### config.mk
export PLATFORM = sky130hd
export DESIGN_NAME = coin_input_ctrl
export DESIGN_NICKNAME = d
export VERILOG_FILES = /design/src/rtl/coin_input_ctrl_pkg.sv /design/src/rtl/coin_input_ctrl_coin_pulser.sv /design/src/rtl/coin_input_ctrl.sv
export SDC_FILE = /design/constraint.sdc
export NUM_CORES = 1
export LEC_CHECK = 0
export ABC_CLOCK_PERIOD_IN_PS = 2800
export BUFFER_PORTS_ARGS = -buffer_cell sky130_fd_sc_hd__buf_2
export CAP_MARGIN = 20
export CORE_MARGIN = 10
export CORE_UTILIZATION = 35
export CTS_CLUSTER_SIZE = 10
export DETAILED_ROUTE_END_ITERATION = 6
export GPL_TIMING_DRIVEN = 0
export PLACE_DENSITY = 0.57
export SYNTH_ARGS = -nofsm -noshare
export SYNTH_HDL_FRONTEND = slang
export SYNTH_SLANG_ARGS = --single-unit
### constraint.sdc
create_clock -name CLK_12M -period 2.8 [get_ports CLK_12M]
set_input_delay 0.28 -clock CLK_12M [delete_from_list [all_inputs] [get_ports CLK_12M]]
set_output_delay 0.28 -clock CLK_12M [all_outputs]
set_load 0.01 [all_outputs]
### src/rtl/coin_input_ctrl_pkg.sv
// Shared definitions for the coin/joystick input controller: button word bit
// map, game-core byte layouts and the coin pulser state encoding.
package coin_input_ctrl_pkg;

   localparam int BTN_W = 12;
   localparam int Q_W   = 3;

   // Debounced button word (active-low)
   localparam int B_UP    = 0;
   localparam int B_DOWN  = 1;
   localparam int B_LEFT  = 2;
   localparam int B_RIGHT = 3;
   localparam int B_FIRE1 = 4;
   localparam int B_START = 8;
   localparam int B_COIN  = 9;
   localparam int B_SVC   = 11;

   // IN_P1 / IN_P2 layout (active-high)
   localparam int O_RIGHT = 0;
   localparam int O_LEFT  = 1;
   localparam int O_UP    = 2;
   localparam int O_DOWN  = 3;
   localparam int O_JUMP  = 4;

   // IN_SYS layout (active-high)
   localparam int S_SERVICE = 0;
   localparam int S_TEST    = 1;
   localparam int S_START1  = 2;
   localparam int S_START2  = 3;
   localparam int S_COIN    = 7;

   typedef enum logic [1:0] {
      COIN_IDLE = 2'd0,
      COIN_ON   = 2'd1,
      COIN_OFF  = 2'd2
   } coin_state_t;

endpackage

### src/rtl/coin_input_ctrl_coin_pulser.sv
// One coin channel: falling-edge press detect, saturating press queue and an
// ON/OFF pulse FSM timed in timebase ticks.
module coin_pulser
   import coin_input_ctrl_pkg::*;
#(
   parameter int COIN_ON_T  = 50,
   parameter int COIN_OFF_T = 50,
   parameter int COIN_Q_MAX = 7
) (
   input  logic           CLK_12M,
   input  logic           RESET,
   input  logic           tick,
   input  logic           btn_n,
   output logic           pulse,
   output logic [Q_W-1:0] q
);

   localparam int T_MAX = (COIN_ON_T > COIN_OFF_T) ? COIN_ON_T : COIN_OFF_T;
   localparam int CW    = $clog2(T_MAX + 1);

   coin_state_t    state_q, state_d;
   logic [CW-1:0]  tcnt_q, tcnt_d;
   logic [Q_W-1:0] q_q, q_d;
   logic           prev_q;
   logic           press;
   logic           deq;

   assign press = prev_q & ~btn_n;

   always_ff @(posedge CLK_12M) begin
      if (RESET) begin
         state_q <= COIN_IDLE;
         tcnt_q  <= '0;
         q_q     <= '0;
         prev_q  <= 1'b1;
      end else begin
         state_q <= state_d;
         tcnt_q  <= tcnt_d;
         q_q     <= q_d;
         prev_q  <= btn_n;
      end
   end

   // The counter is cleared on each state entry; the partial tick period at
   // entry counts as the first one.
   always_comb begin
      state_d = state_q;
      tcnt_d  = tick ? tcnt_q + CW'(1) : tcnt_q;
      deq     = 1'b0;
      case (state_q)
         COIN_IDLE: begin
            tcnt_d = '0;
            if (q_q != '0) begin
               state_d = COIN_ON;
               deq     = 1'b1;
            end
         end
         COIN_ON: begin
            if (tick && tcnt_q == CW'(COIN_ON_T - 1)) begin
               state_d = COIN_OFF;
               tcnt_d  = '0;
            end
         end
         COIN_OFF: begin
            if (tick && tcnt_q == CW'(COIN_OFF_T - 1)) begin
               tcnt_d = '0;
               if (q_q != '0) begin
                  state_d = COIN_ON;
                  deq     = 1'b1;
               end else begin
                  state_d = COIN_IDLE;
               end
            end
         end
         default: begin
            state_d = COIN_IDLE;
            tcnt_d  = '0;
         end
      endcase
   end

   // Simultaneous press and dequeue cancel out, even at saturation.
   always_comb begin
      q_d = q_q;
      case ({press, deq})
         2'b10:   if (q_q != Q_W'(COIN_Q_MAX)) q_d = q_q + Q_W'(1);
         2'b01:   q_d = q_q - Q_W'(1);
         default: q_d = q_q;
      endcase
   end

   assign pulse = (state_q == COIN_ON);
   assign q     = q_q;

endmodule

### src/rtl/coin_input_ctrl.sv
// Converts debounced active-low button words into active-high game-core
// input bytes, with direction cleanup and queued coin-mech pulses.
module coin_input_ctrl
   import coin_input_ctrl_pkg::*;
#(
   parameter int CLK_HZ     = 12_000_000,
   parameter int TICK_HZ    = 1000,
   parameter int COIN_ON_T  = 50,
   parameter int COIN_OFF_T = 50,
   parameter int COIN_Q_MAX = 7
) (
   input  logic             CLK_12M,
   input  logic             RESET,
   input  logic [BTN_W-1:0] BTN_P1,
   input  logic [BTN_W-1:0] BTN_P2,
   output logic [7:0]       IN_P1,
   output logic [7:0]       IN_P2,
   output logic [7:0]       IN_SYS,
   output logic [5:0]       COIN_PEND
);

   localparam int DIV = CLK_HZ / TICK_HZ;
   localparam int PW  = (DIV > 1) ? $clog2(DIV) : 1;

   logic [1:0][BTN_W-1:0] btn_q;
   logic [1:0][7:0]       ply_d, ply_q;
   logic [7:0]            sys_d, sys_q;
   logic [PW-1:0]         presc_q;
   logic                  tick_q;
   logic [1:0]            coin;
   logic [1:0][Q_W-1:0]   qn;
   logic                  unused_btn;

   always_ff @(posedge CLK_12M) begin
      if (RESET) begin
         btn_q   <= '1;
         ply_q   <= '0;
         sys_q   <= '0;
         presc_q <= '0;
         tick_q  <= 1'b0;
      end else begin
         btn_q   <= {BTN_P2, BTN_P1};
         ply_q   <= ply_d;
         sys_q   <= sys_d;
         presc_q <= (presc_q == PW'(DIV - 1)) ? '0 : presc_q + PW'(1);
         tick_q  <= (presc_q == PW'(DIV - 1));
      end
   end

   genvar gi;
   generate
      for (gi = 0; gi < 2; gi++) begin : g_player
         logic       up_p, dn_p, lf_p, rt_p;
         logic [7:0] byte_d;

         assign up_p = ~btn_q[gi][B_UP];
         assign dn_p = ~btn_q[gi][B_DOWN];
         assign lf_p = ~btn_q[gi][B_LEFT];
         assign rt_p = ~btn_q[gi][B_RIGHT];

         // Opposing directions pressed together cancel each other.
         always_comb begin
            byte_d          = '0;
            byte_d[O_UP]    = up_p & ~dn_p;
            byte_d[O_DOWN]  = dn_p & ~up_p;
            byte_d[O_LEFT]  = lf_p & ~rt_p;
            byte_d[O_RIGHT] = rt_p & ~lf_p;
            byte_d[O_JUMP]  = ~btn_q[gi][B_FIRE1];
         end

         assign ply_d[gi] = byte_d;

         coin_pulser #(
            .COIN_ON_T  (COIN_ON_T),
            .COIN_OFF_T (COIN_OFF_T),
            .COIN_Q_MAX (COIN_Q_MAX)
         ) u_coin (
            .CLK_12M (CLK_12M),
            .RESET   (RESET),
            .tick    (tick_q),
            .btn_n   (btn_q[gi][B_COIN]),
            .pulse   (coin[gi]),
            .q       (qn[gi])
         );
      end
   endgenerate

   always_comb begin
      sys_d            = '0;
      sys_d[S_SERVICE] = ~btn_q[0][B_SVC];
      sys_d[S_TEST]    = ~btn_q[1][B_SVC];
      sys_d[S_START1]  = ~btn_q[0][B_START];
      sys_d[S_START2]  = ~btn_q[1][B_START];
      sys_d[S_COIN]    = |coin;
   end

   assign unused_btn = &{btn_q[0][10], btn_q[0][7:5], btn_q[1][10], btn_q[1][7:5]};

   assign IN_P1     = ply_q[0];
   assign IN_P2     = ply_q[1];
   assign IN_SYS    = sys_q;
   assign COIN_PEND = {qn[1], qn[0]};

endmodule

==> impl_metrics.ini <==
[global_route]
overflow = 0
grt_usage = 0.0924
antenna_found_initial = 0
grt_pass1_wl_mm = 8.91
grt_max_degree = 13
grt_pass1_vias = 1993

[sta]
clock_skew_ns = 0.00635
fin_crit_sh = 0.847
fin_crit_ns = 2.37
drv_slew = 0
finalSetupViolations = 0
worst_slack_ns = 0.428
hold_viol = 0
grt_setup_unrepaired = false
worst_hold_slack_ns = 0.120
finalSetupTns_ns = 0
fmax_mhz = 422

[cts]
cts-resized-gates = 0
cts-root-buf = clkbuf_8
clock_latency_ns = 0.34
cts.reportedPaths.clkPinSlew_ns = 0.07
cts_tree = done
holdBufCountCts = 0
clk_path_buf_depth = 2
cts-htree-levels = 3
cts_setup_buffers = 0
clock-sinks = 70
cts_buffers = 9

[layout]
final_cell_mix = 70 x dfxtp_1, 52 x nor2_1, 39 x buf_2
ff_latch_area_um2 = 1400
diodes = 0
final_layout_size_suffix_gt1_frac = 0.241
area_growth_pct = 20.5
fin_nets = 394
multi_input_comb_area_um2 = 1330
fillCellCount = 774
layout_commonest_cell = dfxtp_1

[detailed_routing]
vias = 2021
wire_per_inst_um = 11.6
drt_pass1_iterations = 4
drc_errors = 0
routed_wl_mm = 5.32
drtIter0Drc = 51
ant_nets = 0
avgViaCountPerCell = 4.40

[floorplan]
rows = 32
initial_utilization = 0.365
die_x_um = 110
die_h_um = 110
io_pins = 56
die-area_um2 = 12100
core_um2 = 7810

[worst_setup_path]
crit_fanout = 4
r2r_slack_ns = 0.43
cp-startpoint = g_player[0].u_coin.tcnt_q[3]
r2r-start = g_player[0].u_coin.tcnt_q[3]
endpoint_kind = register
r2r_end = g_player[0].u_coin.q[2]
critical_path_arrival_ns = 2.60
crit_type = reg -> reg
cp.required_ns = 3.03
r2r_cells = 8
crit_path_start_kind = register
crit_end = g_player[0].u_coin.q[2]

[logic_synthesis]
synth-seq-area-share = 0.492
synth-compound-area-share = 0.0505
synth_top_family_by_area = simple AND/OR/NAND/NOR gates
synth_simple_gate_area_frac = 0.233
synth_mux_area_frac = 0.0312
ys.warnings.count = 0
synth_cell_types = 43
postSynthAreaPerCell_um2 = 9.62
ys_ff_latch = 70
synth_edf_count = 0
synth_ff_type = dfxtp_1
synth_xor_area_frac = 0.0676
synth_fa_ha_area_frac = 0.0711
synth_cells = 296
synthArstFlopShare = 0
synthesis.area_um2 = 2850

[placed_design]
pre_cts_ws_ns = 0.444
dpl.hpwl_mm = 4.07
port_buffers = 38
gp_congestion = 0.758

[status]
status = complete, no violations

[pwr]
total_power_w = 0.00288
p_leak_nw = 1.46
cellPowerDensity_nw_per_um2 = 841
peakVddDrop_mv = 0.352

[run]
max-cap-violations = 0

[min_path]
min_path_cells = 2
min_path_type = in -> reg
[state kept, by name (all words and copies together), names as in the netlist]
name,flops
IN_P1,5
IN_P2,5
btn_q,16
g_player.u_coin.q,6
tick_q,1
g_player.u_coin.prev_q,2
IN_SYS,5
g_player.u_coin.tcnt_q,12
g_player.u_coin.state_q,4
presc_q,14
[metal layers]
metal	track usage	up-vias	wire, um
met5	0	-	0
met2	0.155	35	2620
li1	-	1070	-
met4	0.0358	0	51
met1	0.104	910	2320
met3	0.0354	6	323
[synthesized netlist by cell type, types with 2 or more instances]
master | instances | area [um2]
a211oi_1 | 3 | 22.5
a21oi_1 | 2 | 10.0
a22oi_1 | 3 | 22.5
a31oi_1 | 2 | 12.5
and3_1 | 2 | 12.5
and4bb_1 | 2 | 25.0
buf_1 | 2 | 7.51
buf_4 | 9 | 67.6
clkbuf_1 | 5 | 18.8
dfxtp_1 | 70 | 1400
fa_1 | 2 | 40.0
ha_1 | 13 | 163
inv_1 | 14 | 52.6
mux2_1 | 3 | 33.8
mux2i_1 | 4 | 40.0
nand2_1 | 11 | 41.3
nand3_1 | 15 | 75.1
nand4_1 | 5 | 31.3
nor2_1 | 52 | 195
nor2b_1 | 3 | 18.8
nor3_1 | 5 | 25.0
nor3b_1 | 8 | 60.1
or2_2 | 20 | 125
or3_1 | 2 | 12.5
xnor2_1 | 8 | 70.1
xor2_1 | 14 | 123
[critical path, cell delays in order, from the launching register on]
cell and delay (ns):
dfxtp_1 0.35, and4bb_1 0.32, a41oi_2 0.15, or3_4 0.44
fa_1 0.36, inv_1 0.08, nand3_1 0.06, o22a_1 0.21
mux2_4 0.29
[power by group]
group	switching [W]	total [W]	leakage, nW	internal, W
Sequential	0.0000978	0.00119	0.574	0.00109
Combinational	0.000389	0.000747	0.775	0.000358
Clock	0.000362	0.000948	0.115	0.000586
Total	0.000849	0.00288	1.46	0.00204
[how the worst min path moves through the flow]
stage / end / slack, ns / from
floorplan: IN_P1[4] / 0.36 / btn_q[4]
global placement: IN_P1[4] / 0.36 / btn_q[4]
detailed placement: IN_P1[4] / 0.37 / btn_q[4]
CTS: btn_q[20] / 0.10 / BTN_P2[8]
global route: btn_q[0] / 0.11 / BTN_P1[0]
finish: btn_q[11] / 0.12 / BTN_P1[11]
[cell type report]
class / count / share of cell area
Buffer: 17 / 0.0288
Clock buffer: 9 / 0.0361
Clock inverter: 6 / 0.0324
Inverter: 14 / 0.0153
Multi-Input combinational cell: 203 / 0.386
Sequential cell: 70 / 0.408
Tap cell: 102 / 0.0372
Timing Repair Buffer: 38 / 0.0554
[logic make-up (layout without fill, tap and decap cells)]
family | count (synthesis) | count (layout)
AOI/OAI and AO/OA | 19 | 19
xor gates and xnor gates | 22 | 22
adders and majority gates | 15 | 15
buffers and inverters | 31 | 84
DFF | 70 | 70
muxes | 8 | 8
other | 1 | 9
and+or+nand+nor | 130 | 130
[per-stage QoR]
stage	instances	area, um2	utilization
floorplan	304	2880	-
global placement	444	3200	0.409
detailed placement	444	3200	0.409
CTS	459	3430	0.440
global route	459	3430	0.440
finish	459	3430	0.440
Note: power is estimated with default switching activity, not from simulation.
